File: src/rtl/shift_operand_sequencer.sv
// Purpose: operand-2 front end that reads Rm/Rs and presents a stable shifter bundle.
// Latency: accept -> out_valid in 1 (imm), 2 (reg, imm shift) or 3 (reg, reg shift) cycles.
// Backpressure: bundle held while out_ready=0; in_ready low while busy (SHSEQ_BACK2BACK_EN: in_ready=out_ready in ISSUE).
module shift_operand_sequencer (
  input  logic        clk,
  input  logic        reset_n,
  input  logic        in_valid,
  output logic        in_ready,
  input  logic [31:0] instr,
  input  logic        carry_flag_in,
  output logic        rd_en,
  output logic [3:0]  rd_addr,
  input  logic [31:0] rd_data,
  output logic        out_valid,
  input  logic        out_ready,
  output logic [31:0] sh_in,
  output logic [2:0]  sh_op,
  output logic [5:0]  sh_amt,
  output logic        sh_carry_in
);

  typedef enum logic [1:0] {
    S_IDLE    = 2'd0,
    S_RM_WAIT = 2'd1,
    S_RS_WAIT = 2'd2,
    S_ISSUE   = 2'd3
  } state_t;

  // Shifter-facing bundle, held in one register so it only moves on transitions.
  typedef struct packed {
    logic [31:0] operand;
    logic [2:0]  op;
    logic [5:0]  amt;
    logic        carry;
  } bundle_t;

  state_t      state_q, state_d;
  bundle_t     bnd_q, bnd_d;
  logic [11:0] op2_q, op2_d;   // operand-2 field of the accepted instruction
  logic        accept;

  // Only I and operand-2 are decoded here; the rest of the word belongs elsewhere.
  logic unused_instr_bits;
  assign unused_instr_bits = ^{instr[31:26], instr[24:12]};

  // Register-specified shift amount: saturate to 33 for LSL/LSR/ASR so the
  // shifter can tell "exactly 32" from "more than 32"; ROR folds modulo 32
  // with a non-zero multiple of 32 reported as 32 (carry-out = bit 31).
  function automatic logic [5:0] reg_shift_amt(input logic [1:0] ty, input logic [7:0] b);
    logic [5:0] amt;
    amt = 6'd0;
    if (ty != 2'b11) begin
      if (b > 8'd32) amt = 6'd33;
      else           amt = b[5:0];
    end else if (b == 8'd0) begin
      amt = 6'd0;
    end else if (b[4:0] == 5'd0) begin
      amt = 6'd32;
    end else begin
      amt = {1'b0, b[4:0]};
    end
    return amt;
  endfunction

  // Next-state, bundle update and handshake/read-port outputs.
  always_comb begin
    state_d   = state_q;
    bnd_d     = bnd_q;
    op2_d     = op2_q;
    in_ready  = 1'b0;
    out_valid = 1'b0;
    rd_en     = 1'b0;
    rd_addr   = 4'd0;
    accept    = 1'b0;

    case (state_q)
      S_IDLE: begin
        in_ready = 1'b1;
      end
      S_RM_WAIT: begin
        bnd_d.operand = rd_data;
        bnd_d.op      = {op2_q[6:5], op2_q[4]};
        if (!op2_q[4]) begin
          // Immediate amount of 0 is passed as-is; the shifter decodes it.
          bnd_d.amt = {1'b0, op2_q[11:7]};
          state_d   = S_ISSUE;
        end else begin
          rd_en   = 1'b1;
          rd_addr = op2_q[11:8];
          state_d = S_RS_WAIT;
        end
      end
      S_RS_WAIT: begin
        bnd_d.amt = reg_shift_amt(op2_q[6:5], rd_data[7:0]);
        state_d   = S_ISSUE;
      end
      S_ISSUE: begin
        out_valid = 1'b1;
`ifdef SHSEQ_BACK2BACK_EN
        in_ready  = out_ready;
`endif
        if (out_ready) state_d = S_IDLE;
      end
      default: begin
        state_d = S_IDLE;
      end
    endcase

    // A new instruction is taken from IDLE, or straight out of ISSUE when
    // back-to-back issue is enabled; either way it starts identically.
    accept = reset_n && in_valid && in_ready;
    if (accept) begin
      op2_d       = instr[11:0];
      bnd_d.carry = carry_flag_in;
      if (instr[25]) begin
        bnd_d.operand = {24'd0, instr[7:0]};
        bnd_d.op      = 3'b111;
        bnd_d.amt     = {1'b0, instr[11:8], 1'b0};
        state_d       = S_ISSUE;
      end else begin
        rd_en   = 1'b1;
        rd_addr = instr[3:0];
        state_d = S_RM_WAIT;
      end
    end

    // No register-file traffic while reset is being applied.
    if (!reset_n) begin
      rd_en   = 1'b0;
      rd_addr = 4'd0;
    end
  end

  // State, bundle and decoded-field registers with synchronous reset.
  always_ff @(posedge clk) begin
    if (!reset_n) begin
      state_q <= S_IDLE;
      bnd_q   <= '0;
      op2_q   <= '0;
    end else begin
      state_q <= state_d;
      bnd_q   <= bnd_d;
      op2_q   <= op2_d;
    end
  end

  assign sh_in       = bnd_q.operand;
  assign sh_op       = bnd_q.op;
  assign sh_amt      = bnd_q.amt;
  assign sh_carry_in = bnd_q.carry;

endmodule

File: config.mk
export PLATFORM = sky130hd
export DESIGN_NAME = shift_operand_sequencer
export DESIGN_NICKNAME = d
export VERILOG_FILES = /design/src/rtl/shift_operand_sequencer.sv
export SDC_FILE = /design/constraint.sdc
export NUM_CORES = 1
export LEC_CHECK = 0
export BUFFER_PORTS_ARGS = -buffer_cell sky130_fd_sc_hd__buf_2
export CORE_UTILIZATION = 46
export CTS_BUF_LIST = sky130_fd_sc_hd__clkbuf_2 sky130_fd_sc_hd__clkbuf_4 sky130_fd_sc_hd__clkbuf_8
export CTS_CLUSTER_SIZE = 28
export DETAILED_ROUTE_END_ITERATION = 8
export PLACE_DENSITY_LB_ADDON = 0.12
export SKIP_CTS_REPAIR_TIMING = 1
export SYNTH_ARGS = -nofsm -noshare
export SYNTH_HDL_FRONTEND = slang
export SYNTH_SLANG_ARGS = --single-unit
export TNS_END_PERCENT = 30
File: constraint.sdc
create_clock -name clk -period 2.1 [get_ports clk]
set_input_delay 0 -clock clk [delete_from_list [all_inputs] [get_ports clk]]
set_output_delay 0 -clock clk [all_outputs]
set_load 0.005 [all_outputs]
==> impl_results.md <==
- Outcome: completed
- Worst path depth: 8
- Worst path cell trace: inv_1, ha_1, and3_1, buf_4, nand2b_1, nand3_1, a21boi_1, buf_2
- Clock buffers created by TritonCTS: 5
- Netlist Area Pre-Place: 0.002340 mm²
- Initial antenna violation count: 0
- Clk pwr share: 0.171
- VDD IR max: 0.6047 mV
- Reg-to-reg endpoint: sh_amt[1]
- Seq cells post-synth: 52
- Power share of the combinational group: 0.410
- F_max: 519.6 MHz
- Min-Delay Startpoint: reset_n
- Crit-path max cell delay: 0.38 ns
- Max_slew headroom: 0.6736
- List of most frequent post-synthesis cells: dfxtp_1 (52), nand2_1 (43), mux2i_1 (33), nor2_1 (31), o21ai_0 (18)
- First-pass GRT wire length: 8.542 mm
- RePlAce Congestion: 0.8465
- DRT Pass-1 Iters: 4
- R2R depth: 6
- Mapped Cells: 262
- Vias in the first global route: 1,899
- Seq/Total Area, Yosys: 0.4449
- Share of layout cells above drive strength 1: 0.3174
- Row count: 25
- Synth top area share: 0.4449
- Total global routing track utilization: 0.2055
- Worst path arrival time: 1.92 ns
- Worst Setup Path Type: reg2out
- Die ar.: 0.005376 mm²
- Pin count of the biggest net entering global routing: 25
- Ys async rst share: 0
- Fin crit period: 1.925 ns
- Die width: 73.32 µm
- Initial DRC count: 109
- Most used standard cell by instance count after synthesis: dfxtp_1
- Core Util, Final: 0.7044
- Hold Fails Final Rpt: 0
- Crit-path max FO: 13
- Final Max Tran Viols: 0
- Synth area leader: dfxtp_1
- Top FF cell, synth: dfxtp_1
- Buffers and inverters on the worst path: 3
- WL final: 6.210 mm
- Core area: 0.004817 mm²
- Worst Hold Depth: 2
- # diodes: 0
- Max Cap Violations: 0
- WHS Endpoint: state_q[0]
- Data required, critical path: 2.10 ns
- Leakage Power: 1.607 nW
- Sw frac: 0.3436
- Clock root buffer: clkbuf_8
- DRC violation count after routing: 0
- IO Pins: 118
- Max clock buf depth: 2
- Die height: 73.32 µm
- Vias/cell: 4.914
- CTS tree: yes
- RR Startpoint: state_q[0]
- Min-delay worst type: in2reg
- Crit path max-delay family: buffers and inverters
- Dpl hpwl: 4.049 mm
- Clk slew on worst S/H paths: 0.08 ns
- Final setup TNS: 0 ns
- CP max stage cell: dfxtp_2
- I/O Buffers: 98
- Routed WL per cell: 13.38 µm
- Post-route ant nets: 0
- CTS sink cnt: 52
- Internal power: 2.156 mW
- Fin crit share: 0.9164
- Initial Util: 0.4857
- Grt ovf: 0
- Worst Setup End Kind: output pin
- Clock Skews: 0.007827 ns
- Syn-to-layout area delta: 45.03%
- RSZ-0062 raised after global routing: false
- Yosys cell types: 31
- Ys Warns: 0
- Cell Pwr Density: 968.1 mW/mm²
- Flop pwr share: 0.420
- Mapped Avg Cell Area: 8.930 µm²
- # nets final: 470
- Worst-Margin Slew: 0.4897 ns
- Net Sw Power: 1.129 mW
- Worst skew pair latency: 0.30 ns
- Number of flops mapped to enable cells by yosys: 0
- Worst reg-to-reg setup slack: 0.25 ns
- Syn_nets: 336
- Via count: 2,280
- H-tree levels: 2
- Final setup vio count: 0
- Ranking of synthesized cells by area: dfxtp_1 (44%), mux2i_1 (14%), nand2_1 (6.9%)
- CP startpoint kind: flop
[kinds of logic (layout without fill, tap and decap cells)]
| group | Yosys count | count (layout) | synth area share |
|---|---|---|---|
| fa+ha+maj | 5 | 5 | 0.02674 |
| flops | 52 | 52 | 0.4449 |
| compound gates | 49 | 49 | 0.1428 |
| simple gates | 95 | 95 | 0.1781 |
| buf+inv | 22 | 157 | 0.03743 |
| mux | 39 | 39 | 0.1701 |
[sequential cells by signal (all words and copies together) (netlist names)]
register	cells
sh_in	32
sh_carry_in	1
state_q	2
op2_q	8
sh_op	3
sh_amt	6
[cell usage in the layout (no fill, tap or decap), types with 2 or more instances in the layout]
cell	count
o211ai_1	5
o21ai_0	18
a21oi_1	6
clkbuf_8	5
inv_1	3
mux2i_1	33
nor2_1	31
ha_1	4
nand3_1	6
a221oi_1	4
mux2_2	6
nor2b_1	2
o211a_1	4
and2_1	3
dfxtp_1	50
a22o_1	4
or4b_2	2
or3_1	4
dlygate4sd3_1	40
buf_2	98
dfxtp_2	2
a21boi_0	2
nand2_1	43
buf_4	8
[cell type report]
cell class / instances / area [µm²]
multi-input combinational: 188 / 1214
clock buffer: 5 / 68.82
tap: 67 / 83.83
sequential: 52 / 1044
timing repair buffer: 146 / 950.9
clock inverter: 3 / 21.27
fill: 429 / 1424
inverter: 3 / 11.26
[worst max-delay path by stage]
| stage | startpoint | slack [ns] | endpoint |
|---|---|---|---|
| 3_3_place_gp | state_q[0] | 0.26 | sh_amt[3] |
| 4_1_cts | state_q[0] | 0.04 | rd_addr[1] |
| 5_1_grt | state_q[1] | 0.04 | rd_addr[1] |
| 3_5_place_dp | state_q[0] | 0.24 | sh_amt[3] |
| 2_1_floorplan | state_q[1] | 0.32 | sh_in[24] |
| 6_report | state_q[1] | 0.18 | rd_addr[1] |
[metrics by stage]
| stage | hold slack (ns) | power, mW | area [µm²] | setup slack [ns] | std cells |
|---|---|---|---|---|---|
| 6_report | 0.01986 | 3.285 | 3393 | 0.1755 | 464 |
| 3_5_place_dp | 0.2186 | 2.673 | 2900 | 0.2410 | 416 |
| 4_1_cts | -0.1106 | 3.241 | 2990 | 0.04310 | 424 |
| 2_1_floorplan | 0.1040 | 2.229 | 2340 | 0.3198 | 262 |
| 5_1_grt | 0.03132 | 3.532 | 3393 | 0.03618 | 464 |
| 3_3_place_gp | 0.1959 | 2.650 | 2900 | 0.2584 | 416 |
[power by group through the flow]
stage                     sequential [mW]  clock, mW  combinational [mW]
after floorplan                      1.38          0               0.847
after global placement               1.38          0                1.27
after detailed placement             1.39          0                1.28
after CTS                            1.37      0.584                1.29
after global routing                 1.41      0.617                1.51
final                                1.38      0.561                1.35
[worst register-to-register path: stages, from the launching register on]
cell      delay, ns
dfxtp_2        0.36
inv_1          0.08
ha_1           0.24
or4b_2         0.60
o211ai_1       0.28
nand2_1        0.11
a21oi_1        0.12
[routing by layer]
layer,routed length [µm],up-vias,track usage
met5,0,-,0
met4,34,0,0.05983
met3,277,4,0.04115
met2,3148,63,0.3467
met1,2750,1031,0.2671
li1,-,1182,-
(Power assumes the default switching activity.)
